[src/rtl/ifu_inst_queue.sv]
// Fetch-to-decode instruction queue: 4-wide in-order enqueue, 2-wide in-order issue, flush on redirect.
// Optional performance counters are compiled in when IFU_IQ_PERF_EN is defined.
module ifu_inst_queue #(
    parameter int DEPTH     = 16,
    parameter int DEQ_WIDTH = 2
) (
    input  logic        clk,
    input  logic        rst,
    input  logic        flush,
    input  logic        ifu_instA_valid,
    output logic        ifu_instA_allowIn,
    input  logic [31:0] ifu_instA_data,
    input  logic        ifu_instB_valid,
    output logic        ifu_instB_allowIn,
    input  logic [31:0] ifu_instB_data,
    input  logic        ifu_instC_valid,
    output logic        ifu_instC_allowIn,
    input  logic [31:0] ifu_instC_data,
    input  logic        ifu_instD_valid,
    output logic        ifu_instD_allowIn,
    input  logic [31:0] ifu_instD_data,
    output logic        iq_inst0_valid,
    input  logic        iq_inst0_ready,
    output logic [31:0] iq_inst0_data,
    output logic        iq_inst1_valid,
    input  logic        iq_inst1_ready,
    output logic [31:0] iq_inst1_data
`ifdef IFU_IQ_PERF_EN
    ,
    output logic [31:0] perf_full_cycles,
    output logic [31:0] perf_deq_insts
`endif
);

    localparam int PTR_W = $clog2(DEPTH);
    localparam int CNT_W = $clog2(DEPTH + 1);

    logic [PTR_W-1:0] rd_ptr;
    logic [PTR_W-1:0] wr_ptr;
    logic [CNT_W-1:0] count;
    logic [CNT_W-1:0] free;
    logic [31:0]      mem [DEPTH];

    logic             acc_a, acc_b, acc_c, acc_d;
    logic [2:0]       enq_n;
    logic             fire0, fire1;
    logic [1:0]       deq_n;

    // Handshake: a lane/slot transfers on a cycle where its valid and its
    // allowIn/ready are both high; allowIn and iq valids depend only on
    // registered count and flush, never on the partner's valid or ready.
    assign free = CNT_W'(DEPTH) - count;

    assign ifu_instA_allowIn = (free >= CNT_W'(1)) & ~flush;
    assign ifu_instB_allowIn = (free >= CNT_W'(2)) & ~flush;
    assign ifu_instC_allowIn = (free >= CNT_W'(3)) & ~flush;
    assign ifu_instD_allowIn = (free >= CNT_W'(4)) & ~flush;

    assign acc_a = ifu_instA_valid & ifu_instA_allowIn;
    assign acc_b = ifu_instB_valid & ifu_instB_allowIn;
    assign acc_c = ifu_instC_valid & ifu_instC_allowIn;
    assign acc_d = ifu_instD_valid & ifu_instD_allowIn;

    assign enq_n = {2'b00, acc_a} + {2'b00, acc_b} + {2'b00, acc_c} + {2'b00, acc_d};

    assign iq_inst0_valid = (count >= CNT_W'(1)) & ~flush;
    assign iq_inst1_valid = (count >= CNT_W'(2)) & ~flush;
    assign iq_inst0_data  = mem[rd_ptr];
    assign iq_inst1_data  = mem[rd_ptr + PTR_W'(1)];

    // inst1 may only leave together with inst0 to keep issue in order.
    assign fire0 = iq_inst0_valid & iq_inst0_ready;
    assign fire1 = fire0 & iq_inst1_valid & iq_inst1_ready;
    assign deq_n = {1'b0, fire0} + {1'b0, fire1};

    // Lanes are contiguous from A, so lane index equals slot offset.
    always_ff @(posedge clk) begin
        if (acc_a) mem[wr_ptr]               <= ifu_instA_data;
        if (acc_b) mem[wr_ptr + PTR_W'(1)]   <= ifu_instB_data;
        if (acc_c) mem[wr_ptr + PTR_W'(2)]   <= ifu_instC_data;
        if (acc_d) mem[wr_ptr + PTR_W'(3)]   <= ifu_instD_data;
    end

    always_ff @(posedge clk) begin
        if (!rst) begin
            rd_ptr <= '0;
            wr_ptr <= '0;
            count  <= '0;
        end else if (flush) begin
            rd_ptr <= wr_ptr;
            count  <= '0;
        end else begin
            wr_ptr <= wr_ptr + PTR_W'(enq_n);
            rd_ptr <= rd_ptr + PTR_W'(deq_n);
            count  <= count + CNT_W'(enq_n) - CNT_W'(deq_n);
        end
    end

`ifdef IFU_IQ_PERF_EN
    always_ff @(posedge clk) begin
        if (!rst) begin
            perf_full_cycles <= '0;
            perf_deq_insts   <= '0;
        end else begin
            if (count == CNT_W'(DEPTH)) perf_full_cycles <= perf_full_cycles + 32'd1;
            perf_deq_insts <= perf_deq_insts + 32'(deq_n);
        end
    end
`else
    // No performance counters in this build.
`endif

    a_lanes_contiguous : assert property (@(posedge clk) disable iff (!rst)
        !(ifu_instB_valid & ~ifu_instA_valid) &&
        !(ifu_instC_valid & ~ifu_instB_valid) &&
        !(ifu_instD_valid & ~ifu_instC_valid));

    a_count_range : assert property (@(posedge clk) disable iff (!rst)
        count <= CNT_W'(DEPTH));

    a_deq_width : assert property (@(posedge clk) DEQ_WIDTH == 2);

endmodule
[config.mk]
export PLATFORM = sky130hd
export DESIGN_NAME = ifu_inst_queue
export DESIGN_NICKNAME = d
export VERILOG_FILES = /design/src/rtl/ifu_inst_queue.sv
export SDC_FILE = /design/constraint.sdc
export NUM_CORES = 2
export LEC_CHECK = 0
export ABC_AREA = 0
export CAP_MARGIN = 10
export CORE_MARGIN = 3
export CORE_UTILIZATION = 40
export DETAILED_ROUTE_END_ITERATION = 6
export PLACE_DENSITY = 0.58
export SKIP_LAST_GASP = 1
export SLEW_MARGIN = 20
export SYNTH_ARGS = -nofsm -noshare
export SYNTH_HDL_FRONTEND = slang
export SYNTH_SLANG_ARGS = --single-unit
export TNS_END_PERCENT = 100
[constraint.sdc]
create_clock -name clk -period 13.05 [get_ports clk]
set_input_delay 1.305 -clock clk [delete_from_list [all_inputs] [get_ports clk]]
set_output_delay 1.305 -clock clk [all_outputs]
set_load 0.02 [all_outputs]
==> results.yml <==
status:
  outcome: "finished, violations left"
  violations: "DRC"
timing:
  holdWs_ps: 703.8
  report.final.slew_viol_count: 0
  max_freq_mhz: 162.2
  skew_ps: 25.59
  worst_pin_slew_ps: 1292
  finalSetupViolCount: 0
  finalCritPeriodShare_pct: 47.24
  fin_tns_setup_ps: 0
  hold_viol: 0
  max_slew_margin_pct: 13.51
  rsz0062_at_grt: "no"
  fin_crit_ps: 6165
route:
  ant_nets: 0
  routed_wl_um: 198700
  drt_iter0_drc: 7552
  vias: 39070
  drc: 8
  wl_per_cell_um: 38.66
  viasPerCell: 7.603
  drtPass1Iterations: 7
global_routing:
  grt_pass1_vias: 36376
  grt_start_max_net_pins: 68
  overflow: 0
  grt_usage_pct: 37.75
  grt_pass1_wl_um: 276700
  antenna_found_initial: 10
synthesis:
  syn_inst: 3980
  synthArstFlopShare_pct: 0
  synth_edf_count: 512
  syn_area_um2: 39320
  ys.flop_type: "edfxtp_1"
  ys_ff_latch: 525
  ys_types: 56
  avgSynthCellArea_um2: 9.880
  syn_nets: 4144
  ys_seq_area_share_pct: 39.76
  yosysWarnings: 0
clock_tree:
  cts_tree: "done"
  postCtsSetupBuffers: 0
  clock-root-buffer: "clkbuf_16"
  post_cts_resized: 0
  numCtsBuffers: 66
  cts_hold_buf: 0
  htree_levels: 3
  clockBufferDepth: 3
  clkLatencyLatePin_ps: 640
  cts_sinks: 525
  clkSlewWorstSetupHoldPaths_ps: 50
final_layout:
  fillers: 8879
  layout-drive-gt1-share_pct: 16.18
  area_growth_syn_to_layout_pct: 12.11
  multiInputGateArea_um2: 21690
  nNetsFinal: 3964
  area.sequential_um2: 15650
placement:
  gp_congestion: 0.9685
  hpwl_um: 111300
  port_buffers: 206
floorplan:
  fp.coreArea_um2: 97140
  initial_core_util_pct: 40.48
  die_area_um2: 102100
  die_y_um: 319.5
  io_pins: 207
  die_w_um: 319.5
  std_cell_rows: 114
setup_path:
  critPathSlowestCell: "buf_4"
  worst-path-buf-inv: 3
  crit_required_ps: 11740
  worstSetupStartpointType: "register"
  critPathMaxFanout: 57
  cpPeakStageDelay_ps: 820
  path_cells: "buf_4 -> buf_4 -> mux4_2 -> mux4_2 -> clkdlybuf4s50_1"
  worstSetupEndpointType: "output pin"
  crit_type: "register to output pin"
  critical-path-top-delay-family: "buffers and inverters"
  cp.arrival_ps: 4860
pwr:
  powerDensity_nw_per_um2: 143.8
  max-vdd-ir-drop_mv: 0.1047
  p_leak_uw: 0.01384
min_path:
  hold_class: "register to register"
job:
  max_cap_violations: 0
-- sequential cells by signal (all words and copies together) (netlist names) --
name,cells
mem,512
wr_ptr,4
rd_ptr,4
count,5
-- routing by layer --
layer  up-vias  wire, µm  track usage [%]
li1      15104         -                -
met1     18887     68300            48.19
met2      4092     80210            51.77
met3       971     34300            16.37
met4        16     15520            24.38
met5         -       349            2.778
-- placed cells by master (no fill, tap or decap), drive strengths merged, types with 5 or more instances in the layout --
cell and instances:
o31ai 64, o2111ai 8, nor3 74, mux4 320, a211oi 155, or4 6, nand2b 16, o211ai 10
o21ai 390, xnor2 8, dfxtp 13, nor2b 6, ha 22, bufinv 5, a221oi 100, a31oi 227
clkbuf 79, fa 5, nand2 757, o22ai 255, or2 5, inv 22, diode 13, and2 79
nand3 57, nor2 133, xor2 5, buf 117, edfxtp 512, mux2i 33, and3 41, clkinv 28
a21oi 41, or3 17, clkdlybuf4s50 206
-- tightest hold or removal path, stage by stage, from the launching register on --
cell     delay [ps]
dfxtp_1         320
inv_1            70
ha_1            130
xnor2_1          70
nor2_1           70
-- synth_stat cells (20+ instances only) --
library cell    n  area, µm²
inv_1          20      75.07
a21oi_1        40      200.2
ha_1           22      275.3
nand3_1        57      285.3
and3_1         41      256.5
o22ai_1       255       1595
a211oi_1      155       1164
o31ai_1        64      480.5
edfxtp_1      512      15370
nand2_1       757       2841
buf_2         104      520.5
nor2_1        132      495.5
clkbuf_1      382       1434
and2_1         79      494.2
mux4_2        320       7207
mux2i_1        33      330.3
a31oi_1       227       1420
buf_1          61      229.0
o21ai_0       356       1782
nor3_1         74      370.4
o21ai_1        31      155.2
a221oi_1      100      875.8
-- report_power, final --
part           total [µW]  leakage (µW)  internal [µW]  switching (µW)
registers            2180       0.00476           2060             113
logic                2310       0.00808            926            1380
clock network        1850       0.00101           1060             792
total                6340        0.0138           4050            2290
-- worst paths after layout --
| kind | start | to | slack (ps) | depth (start not counted) |
|---|---|---|---|---|
| max | rd_ptr[0]$_SDFF_PN0_ | iq_inst1_data[17] | 6890 | 5 |
| min | count[4]$_SDFF_PP0_ | count[4]$_SDFF_PP0_ | 700 | 4 |
| max reg2reg | wr_ptr[1]$_SDFFE_PN0N_ | mem[5][5]$_DFFE_PP_ | 7780 | 7 |
| min reg2reg | count[4]$_SDFF_PP0_ | count[4]$_SDFF_PP0_ | 700 | 4 |
-- cell type report --
type / count / share of cell area, %
Inverter: 20 / 0.1703
Clock inverter: 39 / 0.7209
Timing Repair Buffer: 323 / 6.715
Sequential cell: 525 / 35.49
Multi-Input combinational cell: 2864 / 49.21
Clock buffer: 79 / 4.002
Antenna cell: 13 / 0.07379
Tap cell: 1276 / 3.621
-- cells by family after synthesis --
| family | Yosys count | synth area share (%) |
|---|---|---|
| compound gates | 1266 | 20.32 |
| xor+xnor | 13 | 0.3086 |
| fa+ha+maj | 27 | 0.9545 |
| buf+inv | 591 | 6.271 |
| flops | 525 | 39.76 |
| mux | 353 | 19.17 |
| simple gates | 1205 | 13.22 |
-- per-stage QoR --
stage / total power (µW) / util (%) / worst slack, ps / area, µm² / std cells
global placement: 4415 / 43.17 / 7093 / 41940 / 5007
finish: 6339 / 45.39 / 6885 / 44090 / 5139
global route: 6479 / 45.36 / 6701 / 44060 / 5130
floorplan: 3566 / - / 8373 / 39320 / 3980
CTS: 6252 / 45.32 / 6760 / 44020 / 5125
detailed placement: 4430 / 43.18 / 7094 / 41940 / 5007
Note: power is estimated with default switching activity, not from simulation.
